[config.mk]
export PLATFORM = sky130hd
export DESIGN_NAME = bit_ber_check
export DESIGN_NICKNAME = d
export VERILOG_FILES = /design/src/rtl/vlc_pkg.sv /design/src/rtl/msq_predict.sv /design/src/rtl/bit_ber_check.sv
export SDC_FILE = /design/constraint.sdc
export NUM_CORES = 1
export LEC_CHECK = 0
export ABC_CLOCK_PERIOD_IN_PS = 5800
export CORE_MARGIN = 4
export CORE_UTILIZATION = 54
export CTS_CLUSTER_SIZE = 20
export DETAILED_ROUTE_END_ITERATION = 16
export PLACE_DENSITY_LB_ADDON = 0.1
export SYNTH_ARGS = -nofsm -noshare
export SYNTH_HDL_FRONTEND = slang
export SYNTH_SLANG_ARGS = --single-unit
[constraint.sdc]
create_clock -name clk -period 5.8 [get_ports clk]
set_input_delay 1.16 -clock clk [delete_from_list [all_inputs] [get_ports clk]]
set_output_delay 1.16 -clock clk [all_outputs]
set_load 0.01 [all_outputs]
[src/rtl/vlc_pkg.sv]
// Shared constants and types for the BER checker: m-sequence x^7+x^6+1
// taps, FSM state encoding and the default counter width.
package vlc_pkg;

    localparam int MSQ_LEN   = 7;
    localparam int MSQ_TAP_A = 6;
    localparam int MSQ_TAP_B = 5;
    localparam int CNT_W_DEF = 32;

    typedef enum logic [1:0] {
        ST_FILL = 2'd0,
        ST_SYNC = 2'd1,
        ST_LOCK = 2'd2
    } ber_state_t;

    function automatic logic msq_tap(input logic [MSQ_LEN-1:0] h);
        return h[MSQ_TAP_A] ^ h[MSQ_TAP_B];
    endfunction

endpackage

[src/rtl/msq_predict.sv]
// 7-bit m-sequence history with tap XOR; the shifted-in bit is either the
// received bit or the locally predicted one.
module msq_predict
    import vlc_pkg::*;
(
    input  logic clk,
    input  logic reset,
    input  logic shift,
    input  logic flush,
    input  logic use_pred,
    input  logic data_in,
    output logic pred
);

    logic [MSQ_LEN-1:0] hist;

    assign pred = msq_tap(hist);

    always_ff @(posedge clk) begin
        if (reset || flush) begin
            hist <= '0;
        end else if (shift) begin
            hist <= {hist[MSQ_LEN-2:0], (use_pred ? pred : data_in)};
        end
    end

endmodule

[src/rtl/bit_ber_check.sv]
// Bit error rate checker against the x^7+x^6+1 m-sequence.
// Optional macro BER_FIRST_ERR_EN builds the first-error index capture.
module bit_ber_check
    import vlc_pkg::*;
#(
    parameter int CNT_W       = CNT_W_DEF,
    parameter int SYNC_LEN    = 16,
    parameter int LOSS_THRESH = 8,
    parameter int WINDOW_LEN  = 100000
) (
    input  logic             clk,
    input  logic             reset,
    input  logic             data_in,
    input  logic             data_valid,
    input  logic             clear,
    output logic             locked,
    output logic [CNT_W-1:0] bit_cnt,
    output logic [CNT_W-1:0] err_cnt,
    output logic             ber_done,
    output logic [CNT_W-1:0] first_err_idx
);

    // state   | meaning
    // ST_FILL | loading 7 received bits into the history
    // ST_SYNC | counting consecutive matches towards lock
    // ST_LOCK | free-running prediction, counting bits and errors

    localparam int MW = $clog2(SYNC_LEN + 1);

    ber_state_t       state;
    logic [2:0]       fill_cnt;
    logic [MW-1:0]    match_cnt;
    logic [5:0]       blk_cnt;
    logic [6:0]       blk_err;
    logic [6:0]       blk_err_nxt;
    logic [CNT_W-1:0] bit_inc;
    logic             pred;
    logic             mismatch;
    logic             cnt_en;
    logic             loss;

    assign mismatch    = data_in ^ pred;
    assign cnt_en      = (state == ST_LOCK) && data_valid;
    assign blk_err_nxt = blk_err + {6'b0, mismatch};
    assign loss        = cnt_en && mismatch && (int'(blk_err_nxt) >= LOSS_THRESH);
    assign bit_inc     = (&bit_cnt) ? bit_cnt : bit_cnt + 1'b1;

    msq_predict u_predict (
        .clk      (clk),
        .reset    (reset),
        .shift    (data_valid),
        .flush    (loss),
        .use_pred (state == ST_LOCK),
        .data_in  (data_in),
        .pred     (pred)
    );

    always_ff @(posedge clk) begin
        if (reset) begin
            state     <= ST_FILL;
            fill_cnt  <= '0;
            match_cnt <= '0;
            blk_cnt   <= '0;
            blk_err   <= '0;
            locked    <= 1'b0;
            bit_cnt   <= '0;
            err_cnt   <= '0;
            ber_done  <= 1'b0;
        end else begin
            ber_done <= 1'b0;
            if (data_valid) begin
                case (state)
                    ST_FILL: begin
                        if (fill_cnt == 3'(MSQ_LEN - 1)) begin
                            fill_cnt <= '0;
                            state    <= ST_SYNC;
                        end else begin
                            fill_cnt <= fill_cnt + 3'd1;
                        end
                    end
                    ST_SYNC: begin
                        if (mismatch) begin
                            match_cnt <= '0;
                        end else if (match_cnt == MW'(SYNC_LEN - 1)) begin
                            match_cnt <= '0;
                            state     <= ST_LOCK;
                            locked    <= 1'b1;
                        end else begin
                            match_cnt <= match_cnt + 1'b1;
                        end
                    end
                    ST_LOCK: begin
                        blk_cnt <= blk_cnt + 6'd1;
                        if (loss) begin
                            state   <= ST_FILL;
                            locked  <= 1'b0;
                            blk_cnt <= '0;
                            blk_err <= '0;
                        end else if (blk_cnt == 6'd63) begin
                            blk_err <= '0;
                        end else begin
                            blk_err <= blk_err_nxt;
                        end
                    end
                    default: begin
                        state  <= ST_FILL;
                        locked <= 1'b0;
                    end
                endcase
            end
            // clear only touches the counters; lock tracking above still advances
            if (clear) begin
                bit_cnt <= '0;
                err_cnt <= '0;
            end else if (cnt_en) begin
                bit_cnt  <= bit_inc;
                ber_done <= (bit_inc != bit_cnt) && (64'(bit_inc) == 64'(WINDOW_LEN));
                if (mismatch && !(&err_cnt)) begin
                    err_cnt <= err_cnt + 1'b1;
                end
            end
        end
    end

`ifdef BER_FIRST_ERR_EN
    logic err_seen;

    always_ff @(posedge clk) begin
        if (reset || clear) begin
            first_err_idx <= '0;
            err_seen      <= 1'b0;
        end else if (cnt_en && mismatch && !err_seen) begin
            first_err_idx <= bit_cnt;
            err_seen      <= 1'b1;
        end
    end
`else
    assign first_err_idx = '0;
`endif

endmodule

Word level (Yosys, flattened, before mapping)
Index checks and enable logic that the tools add are counted.
W data, S select, Z words.
Word-level totals
  flip-flop bits (word level): 96
  latch bits: 0
  memory bits (writable): 0
  bits in read-only memories: 0
  bits of input ports: 5
  output and inout bits: 98
  word-level logic and storage cells: 67
  memories kept: 0
Operators by class
  $add $sub $neg: 6
  $mul: 0
  div/mod/pow operators: 0
  $lt $le $gt $ge: 1
  equality and inequality tests: 11
  shifts and indexed selects: 0
  muxes and demuxes: 17
  bitwise logic cells: 4
  reduce and logical (&&, ||, !) cells: 18
Operators by type and width (number)
  $add A32 B1 Y32 const B: 2
  $reduce_and A32 Y1: 2
  $eq A32 B17 Y1 const B: 1
  $mux W32: 1
  $ne A32 B32 Y1: 1
  $mux W7: 2
  $mux W5: 2
  $reduce_and A5 Y1: 2
  $mux W2: 4
  $reduce_and A2 Y1: 4
  $add A7 B1 Y7: 1
  $ge A7 B4 Y1 const B: 1
  $add A6 B1 Y6 const B: 1
  $eq A6 B6 Y1 const B: 1
  $mux W6: 1
  $ne A2 B2 Y1 const B: 3
  $pmux W2 S3: 1
  $add A5 B1 Y5 const B: 1
  $eq A5 B4 Y1 const B: 1
  $logic_and A1 B1 Y1: 5
  $mux W1: 4
  $add A3 B1 Y3 const B: 1
  $eq A3 B3 Y1 const B: 1
  $mux W3: 1
  other kinds (11): 13

Logic depth before layout (Yosys ltp)
  word-level depth: 7
  depth in mapped cells: 11
  mapped depth without buffers: 9

By module
Synthesis repeated with hierarchy kept, for this count alone.
Unflattened totals
  cell total of the unflattened synthesis: 656
  area, all modules: 5257.5 µm²
Modules (own cells, without submodules)
  bit_ber_check: times used 1, cells an instance 629, area an instance 4983.5 µm², seq. area each 1781.7 µm²
  msq_predict: times used 1, cells an instance 27, area an instance 274.0 µm², seq. area each 140.1 µm²

Worst setup path after synthesis
No wires, ideal clock.
  path kind: input port to flip-flop
  start point: input port data_in
  end point: register blk_err[6]
  setup time: 0.058 ns
  arrival time: 3.443 ns
  data required time: 5.742 ns
  setup slack: 2.300 ns
  stages on the path: 11
  path buffers: 2
  cell sequence: xor3_1 > clkbuf_1 > ha_1 > and3_1 > or4_1 > a211oi_1 > o21bai_1 > or2_1 > clkbuf_1 > nor3_1 > a211o_1
On the way
  longest elaborated chain between the ends: 5
  elaborated cells between the ends (all ways): 7
  those cells by class: 1 x add/sub; 1 x order compare; 2 x mux; 1 x bitwise; 2 x reduce/logical
RTL lines
  from (decl): line bit_ber_check.sv:13  | input logic data_in,
  $xor A1 B1 Y1 *: line bit_ber_check.sv:42  | assign mismatch = data_in ^ pred;
  $add A7 B1 Y7: line bit_ber_check.sv:44  | assign blk_err_nxt = blk_err + {6'b0, mismatch};
  $ge A7 B4 Y1: line bit_ber_check.sv:45  | assign loss = cnt_en && mismatch && (int'(blk_err_nxt) >= LOSS_THRESH);
  $logic_and A1 B1 Y1: line bit_ber_check.sv:45
  $mux W7 *: line bit_ber_check.sv:94  | if (loss) begin
  to (signal assigned): line bit_ber_check.sv:102  | blk_err <= blk_err_nxt;
  to (decl): line bit_ber_check.sv:34  | logic [6:0] blk_err;
Every way passes the cells marked *; elsewhere a longest branch is shown, timed or not.
A chain may end at the register's enable or synchronous reset.

Final worst setup path
Same ends and word-level chain as after synthesis.

==> results.yml <==
setup_path:
  startpoint_type: "input pin"
  end_kind: "flip-flop"
  path_cells: "clkdlybuf4s50_1 -> xor3_1 -> ha_1 -> and3_1 -> or4_1 -> a211oi_1 -> o21bai_1 -> or2_1 -> nor3_1 -> a211o_1"
  crit_type: "input pin to flip-flop"
  crit_required_ns: 6.10
  max_stage_delay_ns: 0.49
  critPathArrivalTime_ns: 4.36
  crit_path_max_fanout: 13
  crit_path_top_delay_cell: "clkdlybuf4s50_1"
  ff2ff_setup_slack_ns: 2.42
logic_synthesis:
  synth-seq-area-share_pct: 36.42
  synth.area.top_cells: "dfxtp_1 36%, xor2_1 7.0%, nor2_1 6.5%, xnor2_1 4.8%, buf_4 4.7%"
  synth_top_area_share_pct: 36.42
  ys_ff_latch: 96
  yosysTopAreaCell: "dfxtp_1"
  synth_flop_cell: "dfxtp_1"
  synth_area_per_cell_um2: 8.008
  synthesis.area_um2: 5278
  ys_types: 51
  synth_edf_count: 0
  async_flop_share_pct: 0
  syn-instance-count: 659
  yosys_warnings: 0
finish:
  antenna_cells: 0
  final_common_cell: "dfxtp_1"
  final_layout_size_suffix_gt1_share_pct: 3.938
  post-route-util_pct: 65.25
  layout_common_cells: "96 x dfxtp_1, 92 x nor2_1, 70 x clkdlybuf4s50_1"
  area_growth_pct: 15.86
  nNetsFinal: 718
floorplan:
  die-area_um2: 11420
  die_w_um: 106.9
  row_count: 35
  io_pins: 103
  die_h_um: 106.9
  core-area_um2: 9371
  initial_core_util_pct: 56.32
clocking:
  path_clk_slew_ns: 0.09
  postCtsResizedCells: 0
  cts_inserted_buffers: 9
  hold_buffers: 0
  cts.htree.levels: 3
  cts_max_path_buffers: 2
  clk_latency_ns: 0.36
  cts_setup_buffers: 0
  cts_tree: "yes"
  clockRootBuffer: "clkbuf_8"
  cts_num_sinks: 96
global_routing:
  grt_pass1_wl_um: 20490
  track_usage_pct: 21.37
  antenna_found_initial: 0
  grt_max_degree: 65
  grt_pass1_vias: 4328
  grt_overflow_total: 0
placement:
  post-dp-hpwl_um: 8729
  gp_congestion: 0.9321
  port_buffers: 70
routing:
  routed-via-count: 4645
  routed_wl_um: 12070
  routed_via_density: 5.530
  dr.pass1.iters: 5
  drt_iter0_drc: 254
  drc: 0
  ant_nets: 0
  wl_per_cell_um: 14.37
timing:
  relSlewSlack_pct: 33.31
  worstMarginPinSlew_ns: 0.9921
  fin_skew_ns: 0.01381
  finalHoldViolCount: 0
  fin_crit_ns: 4.061
  drv_slew: 0
  max_freq_mhz: 246.2
  grt_setup_unrepaired: "no"
  min_period_over_period_pct: 70.02
  setup_tns_ns: 0
  setup_viol: 0
status:
  status: "completed"
pwr:
  pwr_density_cell_nw_per_um2: 193.1
  fin_total_pwr_mw: 1.180
  max-vdd-ir-drop_v: 0.0001267
  total_leakage_power_nw: 2.011
job:
  maxCapViolCount: 0
hold_path:
  worstHoldPathType: "flip-flop to flip-flop"
[final cells by class]
| cell class | instances | area, um^2 |
|---|---|---|
| flip-flops and latches | 96 | 1922 |
| well taps | 129 | 161.4 |
| inverters | 6 | 22.52 |
| multi-input cells | 521 | 3067 |
| clock inverters | 5 | 81.33 |
| repair buffers | 73 | 723.2 |
| fillers | 852 | 3257 |
| clock buffers | 10 | 137.6 |
[Yosys cell counts (all sizes together), types with 3 or more instances]
library cell  count
dfxtp            96
nor2             92
nand2            56
xor2             42
buf              38
nand4            35
nand3            33
a21oi            32
clkbuf           29
xnor2            29
o21ai            28
nor3             23
or3              15
and3             12
and4             10
mux2i            10
nor4             10
ha                6
inv               6
and2              5
nor2b             5
a211o             4
nand2b            4
nor3b             4
or2               4
or4               4
a31oi             3
nand3b            3
[per-stage QoR]
stage               worst slack, ns  instance area (um^2)  std cells  hold WS [ns]
floorplan                     2.300                  5394        690        0.4493
global placement              1.477                  5896        825        0.4638
detailed placement            1.408                  5896        825        0.4658
CTS                           1.776                  6115        840        0.4768
global route                  1.438                  6115        840        0.4906
finish                        1.739                  6115        840        0.4814
[sequential cells by signal, summed over array words and instances, names as in the netlist]
register	cells
u_predict.hist	7
err_cnt	32
ber_done	1
fill_cnt	3
blk_cnt	6
match_cnt	5
state	2
bit_cnt	32
locked	1
blk_err	7
[report_power, final]
group	internal [mW]	total, mW	switching, mW
registers	0.661	0.663	0.00215
logic	0.00806	0.0347	0.0266
clock network	0.253	0.483	0.230
total	0.921	1.18	0.259
[cells by family after synthesis]
| group | Yosys count | synth area share, % |
|---|---|---|
| XOR/XNOR | 72 | 12.23 |
| multiplexers | 10 | 1.897 |
| other | 1 | 0.07106 |
| adder cells (fa/ha/maj) | 6 | 1.422 |
| AO/OA/AOI/OAI | 83 | 9.672 |
| flip-flops | 96 | 36.42 |
| AND/OR/NAND/NOR | 318 | 30.61 |
| buffers and inverters | 73 | 7.681 |
[worst paths after layout]
check	end	depth (start not counted)	startpoint
setup / recovery	blk_err[6]$_SDFFE_PP0P_	10	data_in
hold / removal	blk_cnt[1]$_SDFFE_PP0P_	2	blk_cnt[1]$_SDFFE_PP0P_
setup reg to reg	blk_err[6]$_SDFFE_PP0P_	9	u_predict.hist[5]$_SDFFE_PP0P_
hold reg to reg	blk_cnt[1]$_SDFFE_PP0P_	2	blk_cnt[1]$_SDFFE_PP0P_
[worst max-delay path, delay by kind of cell]
| kind | cells | cell delay [ns] |
|---|---|---|
| AO/OA/AOI/OAI | 3 | 0.82 |
| XOR/XNOR | 1 | 0.41 |
| adder cells (fa/ha/maj) | 1 | 0.29 |
| buffers and inverters | 1 | 0.49 |
| AND/OR/NAND/NOR | 4 | 1.17 |
[layer usage]
| metal | part of all wire (%) | global-route usage [%] |
|---|---|---|
| met1 | 49 | 30.00 |
| met3 | 4.9 | 3.974 |
| met4 | 1.4 | 7.123 |
| met2 | 45 | 33.14 |
| met5 | 0 | 0 |
(Power assumes the default switching activity.)
